### src/rtl/board_state_reg_if.sv
// Move-request and board-status bundle between the position decoders, game control
// and the board-state register.
interface board_state_reg_if;
  logic        new_game;
  logic [15:0] player_en;
  logic [15:0] pc_en;
  logic [8:0]  board_x;
  logic [8:0]  board_o;
  logic        turn;
  logic        illegal_move;
  logic [1:0]  winner;
  logic        game_over;
  logic [3:0]  move_count;

  modport master (
    output new_game, player_en, pc_en,
    input  board_x, board_o, turn, illegal_move, winner, game_over, move_count
  );

  modport slave (
    input  new_game, player_en, pc_en,
    output board_x, board_o, turn, illegal_move, winner, game_over, move_count
  );
endinterface

### src/rtl/board_state_reg.sv
// Tic-tac-toe board register and turn sequencer: validates one-hot move requests,
// commits marks, and registers the win/draw result.
//
// state  | meaning
// WAIT_P | player to move, only player_en examined
// WAIT_C | computer to move, only pc_en examined
// CHECK  | one-cycle line evaluation for the side that just moved
// DONE   | game finished, everything holds until reset/new_game
module board_state_reg (
  input  logic               clock,
  input  logic               reset,
  board_state_reg_if.slave   bus
);

  typedef enum logic [1:0] {
    WAIT_P = 2'd0,
    WAIT_C = 2'd1,
    CHECK  = 2'd2,
    DONE   = 2'd3
  } state_t;

  state_t      state;
  logic [8:0]  board_x;
  logic [8:0]  board_o;
  logic        turn;
  logic        illegal_move;
  logic [1:0]  winner;
  logic        game_over;
  logic [3:0]  move_count;

  logic [15:0] req;
  logic [8:0]  pos;
  logic        one_pos;
  logic        req_bad;
  logic [8:0]  mover;
  logic        mover_line;

  function automatic logic has_line(input logic [8:0] m);
    return (m[0] & m[1] & m[2]) | (m[3] & m[4] & m[5]) | (m[6] & m[7] & m[8]) |
           (m[0] & m[3] & m[6]) | (m[1] & m[4] & m[7]) | (m[2] & m[5] & m[8]) |
           (m[0] & m[4] & m[8]) | (m[2] & m[4] & m[6]);
  endfunction

  always_comb begin
    req        = (state == WAIT_C) ? bus.pc_en : bus.player_en;
    pos        = req[8:0];
    // power-of-two test: exactly one bit set among the nine positions
    one_pos    = (pos != 9'd0) && ((pos & (pos - 9'd1)) == 9'd0);
    req_bad    = (req[15:9] != 7'd0) || !one_pos || ((pos & (board_x | board_o)) != 9'd0);
    mover      = turn ? board_o : board_x;
    mover_line = has_line(mover);
  end

  always_ff @(posedge clock) begin
    if (reset || bus.new_game) begin
      state        <= WAIT_P;
      board_x      <= 9'd0;
      board_o      <= 9'd0;
      turn         <= 1'b0;
      illegal_move <= 1'b0;
      winner       <= 2'b00;
      game_over    <= 1'b0;
      move_count   <= 4'd0;
    end else begin
      illegal_move <= 1'b0;
      case (state)
        WAIT_P, WAIT_C: begin
          if (req != 16'd0) begin
            if (req_bad) begin
              illegal_move <= 1'b1;
            end else begin
              if (state == WAIT_P) board_x <= board_x | pos;
              else                 board_o <= board_o | pos;
              move_count <= move_count + 4'd1;
              state      <= CHECK;
            end
          end
        end
        CHECK: begin
          if (mover_line) begin
            winner    <= turn ? 2'b10 : 2'b01;
            game_over <= 1'b1;
            state     <= DONE;
          end else if (move_count == 4'd9) begin
            winner    <= 2'b11;
            game_over <= 1'b1;
            state     <= DONE;
          end else begin
            turn  <= ~turn;
            state <= turn ? WAIT_P : WAIT_C;
          end
        end
        DONE: begin
          state <= DONE;
        end
        default: state <= WAIT_P;
      endcase
    end
  end

  assign bus.board_x      = board_x;
  assign bus.board_o      = board_o;
  assign bus.turn         = turn;
  assign bus.illegal_move = illegal_move;
  assign bus.winner       = winner;
  assign bus.game_over    = game_over;
  assign bus.move_count   = move_count;

endmodule

### src/flat_wrapper.sv
// flat-port wrapper written by rule: the top's interface ports become plain ports
module board_state_reg_flat 
  (clock, reset, bus_new_game, bus_player_en, bus_pc_en, bus_board_x, bus_board_o, bus_turn, bus_illegal_move, bus_winner, bus_game_over, bus_move_count);
  board_state_reg_if bus_i ();
  input  logic clock;
  input  logic reset;
  input wire logic [$bits(bus_i.new_game)-1:0] bus_new_game;
  input wire logic [$bits(bus_i.player_en)-1:0] bus_player_en;
  input wire logic [$bits(bus_i.pc_en)-1:0] bus_pc_en;
  output wire logic [$bits(bus_i.board_x)-1:0] bus_board_x;
  output wire logic [$bits(bus_i.board_o)-1:0] bus_board_o;
  output wire logic [$bits(bus_i.turn)-1:0] bus_turn;
  output wire logic [$bits(bus_i.illegal_move)-1:0] bus_illegal_move;
  output wire logic [$bits(bus_i.winner)-1:0] bus_winner;
  output wire logic [$bits(bus_i.game_over)-1:0] bus_game_over;
  output wire logic [$bits(bus_i.move_count)-1:0] bus_move_count;
  assign bus_i.new_game = bus_new_game;
  assign bus_i.player_en = bus_player_en;
  assign bus_i.pc_en = bus_pc_en;
  assign bus_board_x = bus_i.board_x;
  assign bus_board_o = bus_i.board_o;
  assign bus_turn = bus_i.turn;
  assign bus_illegal_move = bus_i.illegal_move;
  assign bus_winner = bus_i.winner;
  assign bus_game_over = bus_i.game_over;
  assign bus_move_count = bus_i.move_count;
  board_state_reg u_core (.clock(clock), .reset(reset), .bus(bus_i));
endmodule
### config.mk
export PLATFORM = sky130hd
export DESIGN_NAME = board_state_reg_flat
export DESIGN_NICKNAME = d
export VERILOG_FILES = /design/src/rtl/board_state_reg_if.sv /design/src/rtl/board_state_reg.sv /design/src/flat_wrapper.sv
export SDC_FILE = /design/constraint.sdc
export NUM_CORES = 1
export LEC_CHECK = 0
export BUFFER_PORTS_ARGS = -buffer_cell sky130_fd_sc_hd__buf_4
export CAP_MARGIN = 20
export CORE_MARGIN = 3
export CORE_UTILIZATION = 49
export CTS_BUF_LIST = sky130_fd_sc_hd__clkbuf_16
export CTS_CLUSTER_DIAMETER = 30
export DETAILED_ROUTE_END_ITERATION = 8
export PLACE_DENSITY = 0.79
export SYNTH_ARGS = -nofsm -noshare
export SYNTH_HDL_FRONTEND = slang
export SYNTH_SLANG_ARGS = --single-unit
### constraint.sdc
create_clock -name clock -period 3.82 [get_ports clock]
set_clock_uncertainty 0.05 [all_clocks]
set_input_delay 0 -clock clock [delete_from_list [all_inputs] [get_ports clock]]
set_output_delay 0 -clock clock [all_outputs]
set_load 0.01 [all_outputs]
==> results of run 1 <==
[cells in the mapped netlist (2+ instances only)]
library cell and count:
buf_2 2, o21ai_1 4, nor4_1 7, nand2b_1 2
dfxtp_1 29, mux2i_1 6, o311ai_0 2, o21ai_0 15
clkbuf_1 6, nor3_1 8, or3_1 4, a222oi_1 2
nand4b_1 2, xor2_1 2, a21oi_1 8, o32ai_1 3
a22o_1 16, nand3_1 4, nand2_1 22, nor2_1 23
inv_1 2, ha_1 2, or4_1 3
[state kept, by name (all words and copies together), names as in the netlist]
name and count:
u_core.bus.board_o 9, u_core.bus.board_x 9, u_core.bus.game_over 1, u_core.bus.illegal_move 1, u_core.bus.move_count 4, u_core.bus.turn 1
u_core.bus.winner 2, u_core.state 2
[cell families (layout without fill, tap and decap cells)]
logic type,after synthesis,in the layout,share of synthesized area
flops,29,29,0.345
fa+ha+maj,2,2,0.0149
xor+xnor,2,2,0.0104
simple gates,84,84,0.264
compound gates,61,61,0.273
buf+inv,12,93,0.0328
mux,9,9,0.0596
[metal layers]
| layer | up-vias | global-route usage | part of all wire |
|---|---|---|---|
| met3 | 6 | 0.0607 | 0.085 |
| met4 | 0 | 0.0976 | 0.0090 |
| met5 | - | 0 | 0 |
| met2 | 91 | 0.469 | 0.50 |
| li1 | 917 | - | - |
| met1 | 906 | 0.364 | 0.40 |
[critical path, stage by stage, from the launching register on]
cell	delay (ns)
dfxtp_1	0.40
and2b_4	0.45
mux2i_1	0.33
o32ai_1	0.12
nor4_1	0.34
nand4b_1	0.14
buf_4	0.20
or4_1	0.66
o21ai_0	0.24
[area by class of cell]
type	instances	area, sq um
Tap cell	44	55.1
Timing Repair Buffer	83	673
Fill cell	224	602
Inverter	2	7.51
Clock inverter	3	65.1
Clock buffer	5	125
Sequential cell	29	581
Multi-Input combinational cell	158	1040
[report_power, final]
group	switching, uW	total [uW]	internal [uW]
clock network	132	503	371
logic	39.7	87.9	48.1
registers	0.120	304	304
[path summary, 6_finish.rpt]
check	from	end	cells after the start
setup / recovery	u_core.state[1]	u_core.bus.board_o[1]	8
hold / removal	bus_pc_en[2]	u_core.bus.board_o[2]	4
setup reg to reg	u_core.state[1]	u_core.bus.board_o[1]	8
hold reg to reg	u_core.bus.winner[1]	u_core.bus.winner[1]	2
[timing repair]
action | 4_1_cts | 5_1_grt
hold buffers | 20 | 0
hold endpoints to repair | 19 | 0
setup buffers | 0 | 0
[stage by stage]
step	area [sq um]	instances	setup slack, ns	util	total power [uW]
global route	2550	324	0.560	0.809	919
global placement	2160	296	0.919	0.685	377
detailed placement	2160	296	0.930	0.685	378
CTS	2550	324	0.888	0.809	895
floorplan	1680	199	1.15	-	335
finish	2550	324	0.801	0.809	895
==> impl_metrics.py, run 1 <==
metrics = {
    "power": {
        "leakagePower_uw": 0.000984,
        "ir_drop_v": 0.000266,
        "power_density_nw_per_um2": 351,
    },
    "grt": {
        "first_global_vias": 1851,
        "grt_max_degree": 31,
        "grt.overflow.total": 0,
        "antenna_found_initial": 0,
        "grt_pass1_wl_um": 9110,
        "grt_use_total": 0.283,
    },
    "job": {
        "max_cap_violations": 0,
    },
    "floorplanning": {
        "dieArea_sq_um": 4170,
        "chipHeight_um": 64.6,
        "io_pins": 62,
        "die_w_um": 64.6,
        "start_util": 0.533,
        "rows": 20,
        "core_sq_um": 3150,
    },
    "detailed_routing": {
        "viasPerCell": 5.93,
        "drt_iter0_drc": 173,
        "drc": 0,
        "vias": 1920,
        "antenna_left": 0,
        "wl_per_cell_um": 17.4,
        "drt_first_pass_iters": 5,
        "drt_wl_total_um": 5640,
    },
    "cts": {
        "clkTransAtPathRegs_ns": 0.05,
        "cts_tree": "yes",
        "cts_made_buffers": 5,
        "clock-sinks": 29,
        "cts-root-buf": "clkbuf_16",
        "htreeDepth": 2,
        "cts.repair.resized": 0,
        "clk_latency_ns": 0.27,
        "clockBufferDepth": 2,
    },
    "logic_synthesis": {
        "synth_edf_count": 0,
        "synthArstFlopShare": 0,
        "yosysWarnings": 0,
        "synth_cell_types": 48,
        "syn_inst": 199,
        "ys.flop_type": "dfxtp_1",
        "syn-num-nets": 236,
        "ys_ff_latch": 29,
        "synth_area_leaders": "dfxtp_1 (35%), a22o_1 (8.3%), nor2_1 (5.1%), nand2_1 (4.9%), o21ai_0 (4.5%)",
        "syn_area_sq_um": 1680,
        "yosysSeqAreaShare": 0.345,
        "syn_area_per_cell_sq_um": 8.44,
        "synth_top_area_frac": 0.345,
        "yosysTopAreaCell": "dfxtp_1",
    },
    "worst_hold_path": {
        "hold_class": "input port to flop",
    },
    "sta": {
        "hold_viol": 0,
        "slew_violations": 0,
        "fin_tns_setup_ns": 0,
        "min_period_ns": 3.02,
        "relSlewSlack": 0.601,
        "clock.fmax_ghz": 0.331,
        "hold_slack_ns": 0.120,
        "rsz0062_at_grt": "false",
        "finalSetupViolCount": 0,
        "post-route-period-util": 0.790,
        "worst_pin_slew_ns": 0.599,
    },
    "setup_path": {
        "reg2reg_slack_ns": 0.80,
        "cp-start-kind": "flop",
        "worstPathArrival_ns": 3.16,
        "cp-end-kind": "flop",
        "crit_type": "flop to flop",
        "critPathRequiredTime_ns": 3.96,
        "path_max_fanout": 16,
    },
    "outcome": {
        "status": "finished clean",
    },
    "placed_design": {
        "dp_hpwl_um": 3890,
        "io_buffers": 61,
        "routabilityCongestion": 0.936,
    },
    "cells_and_area": {
        "diodes": 0,
        "final_cell_mix": "buf_4 (63), dfxtp_1 (29), nor2_1 (23)",
        "area_growth_pct": 51.8,
        "post_route_cells_drive_above_1_share": 0.300,
        "final_common_cell": "buf_4",
        "fin_nets": 316,
    },
}
(Power assumes the default switching activity.)
==> run 2, diff against run 1 <==
==> constraint.sdc (replaced) <==
create_clock -name clock -period 3.07 [get_ports clock]
set_clock_uncertainty 0.05 [all_clocks]
set_input_delay 0 -clock clock [delete_from_list [all_inputs] [get_ports clock]]
set_output_delay 0 -clock clock [all_outputs]
set_load 0.01 [all_outputs]
==> run 2 against run 1 <==
  * Via count fell by 2.2%
  * Worst setup slack got worse by 0.61 ns
  * Die area unchanged
  * Sequential share of layout area rose by 0.41 points
  * Cell count is 0.31% higher
  * Hold slack worse by 0.012 ns
  * Clock power fell by 11%
  * Register-to-register slack got worse by 0.61 ns
  * Total power increased by 4.4%
  * Critical path type unchanged
  * Critical endpoint is now u_core.bus.move_count[2]
  * Largest cell class unchanged
==> impl_metrics.py, run 2 (same netlist as run 1, synthesis figures left out) <==
metrics = {
    "worst_hold_path": {
        "hp-start": "bus_pc_en[2]",
        "holdPathEnd": "u_core.bus.board_o[2]",
        "whs_path_depth": 4,
        "hold_class": "input port to flop",
    },
    "power": {
        "swShare": 0.219,
        "p_int_uw": 729,
        "ir_drop_v": 0.000269,
        "clockPowerShare": 0.481,
        "power_switching_uw": 204,
        "leakagePower_uw": 0.000965,
        "p_comb_frac": 0.115,
        "power_frac_seq": 0.405,
        "power_density_nw_per_um2": 373,
    },
    "sta": {
        "rsz0062_at_grt": "false",
        "post-route-period-util": 0.937,
        "worst_pin_slew_ns": 0.629,
        "hold_viol": 0,
        "clock.fmax_ghz": 0.348,
        "finalSetupViolCount": 0,
        "fin_tns_setup_ns": 0,
        "min_period_ns": 2.88,
        "relSlewSlack": 0.580,
        "slew_violations": 0,
        "hold_slack_ns": 0.108,
    },
    "grt": {
        "grt_use_total": 0.279,
        "top_usage_layer": "met2",
        "grt_max_degree": 31,
        "grt_use_met1": 0.375,
        "met2_usage": 0.465,
        "first_global_vias": 1784,
        "grt.overflow.total": 0,
        "grt_pass1_wl_um": 8880,
        "antenna_found_initial": 0,
        "use_met3": 0.0572,
    },
    "setup_path": {
        "worstPathArrival_ns": 3.03,
        "r2r-end": "u_core.bus.move_count[2]",
        "reg2reg_slack_ns": 0.19,
        "cp-end-kind": "flop",
        "r2r_cells": 7,
        "cp-start-kind": "flop",
        "crit_type": "flop to flop",
        "path_max_fanout": 16,
        "r2r_start": "u_core.state[1]",
        "critPathRequiredTime_ns": 3.22,
    },
    "detailed_routing": {
        "antenna_left": 0,
        "drt_iter0_drc": 126,
        "drc": 0,
        "drt_wl_total_um": 5400,
        "vias": 1877,
        "viasPerCell": 5.78,
        "drt_first_pass_iters": 5,
        "wl_per_cell_um": 16.6,
    },
    "cells_and_area": {
        "final_cell_mix": "buf_4 (64), dfxtp_1 (29), nor2_1 (23)",
        "fin_nets": 317,
        "post_route_cells_drive_above_1_share": 0.295,
        "area_growth_pct": 49.1,
        "reg_top3": "u_core.bus.board_o (9), u_core.bus.board_x (9), u_core.bus.move_count (4)",
        "n_fill_cell": 232,
        "final_common_cell": "buf_4",
        "diodes": 0,
    },
    "cts": {
        "htreeDepth": 2,
        "cts_tree": "yes",
        "clock-sinks": 29,
        "cts_made_buffers": 5,
        "clkTransAtPathRegs_ns": 0.05,
        "clockBufferDepth": 2,
        "cts-root-buf": "clkbuf_16",
        "cts.repair.resized": 0,
        "clk_latency_ns": 0.27,
    },
    "placed_design": {
        "dp_hpwl_um": 3870,
        "io_buffers": 61,
        "routabilityCongestion": 0.879,
    },
    "job": {
        "max_cap_violations": 0,
    },
    "floorplanning": {
        "io_pins": 62,
        "core_sq_um": 3150,
        "die_w_um": 64.6,
        "rows": 20,
        "chipHeight_um": 64.6,
        "dieArea_sq_um": 4170,
        "start_util": 0.533,
    },
    "outcome": {
        "status": "finished clean",
    },
}
## run 2: repair_timing
action | 4_1_cts | 5_1_grt
setup endpoints to repair | 0 | 3
setup buffers | 0 | 1
endpoints found under the hold margin | 19 | 0
hold buffers | 20 | 0
## run 2: final cells by class
class	count	area (sq um)	share of cell area
Inverter	2	7.51	0.00300
Tap cell	44	55.1	0.0220
Sequential cell	29	581	0.232
Clock inverter	3	12.5	0.00499
Multi-Input combinational cell	158	1040	0.417
Clock buffer	5	125	0.0499
Timing Repair Buffer	84	681	0.272
## run 2: power groups by stage
stage | Sequential, uW | Clock (uW) | Combinational, uW
6_report | 378 | 449 | 107
4_1_cts | 378 | 451 | 105
3_3_place_gp | 386 | 0 | 83.9
2_1_floorplan | 386 | 0 | 30.9
3_5_place_dp | 385 | 0 | 84.5
5_1_grt | 378 | 475 | 116
## run 2: worst max-delay path by stage
stage	start	endpoint	cells past startpoint
2_1_floorplan	u_core.state[0]	u_core.bus.move_count[2]	8
3_3_place_gp	u_core.state[1]	u_core.bus.board_x[8]	7
3_5_place_dp	u_core.state[1]	u_core.bus.board_x[4]	7
4_1_cts	u_core.state[1]	u_core.bus.board_x[7]	7
5_1_grt	u_core.state[1]	u_core.bus.move_count[1]	8
6_report	u_core.state[1]	u_core.bus.move_count[2]	7
## run 2: worst max-delay path, stage by stage, from the launching register on
cell and delay, ns:
dfxtp_1 0.39, and2b_4 0.44, mux2i_2 0.40, o2111ai_4 0.19, mux2_4 0.36, or3_4 0.41, or4_1 0.41, a21oi_1 0.15
## run 2: per-layer routing
metal | vias to the layer above | routed length (um)
met1 | 868 | 2280
li1 | 913 | -
met3 | 2 | 446
met2 | 94 | 2640
met5 | - | 0
met4 | 0 | 21
## run 2: stage by stage
step | setup slack, ns | cells | utilization | power [uW] | instance area [sq um]
floorplan | 0.402 | 199 | - | 417 | 1680
finish | 0.194 | 325 | 0.795 | 934 | 2510
global route | 0.0505 | 325 | 0.795 | 968 | 2510
CTS | 0.186 | 324 | 0.792 | 934 | 2500
global placement | 0.247 | 296 | 0.685 | 469 | 2160
detailed placement | 0.220 | 296 | 0.685 | 470 | 2160
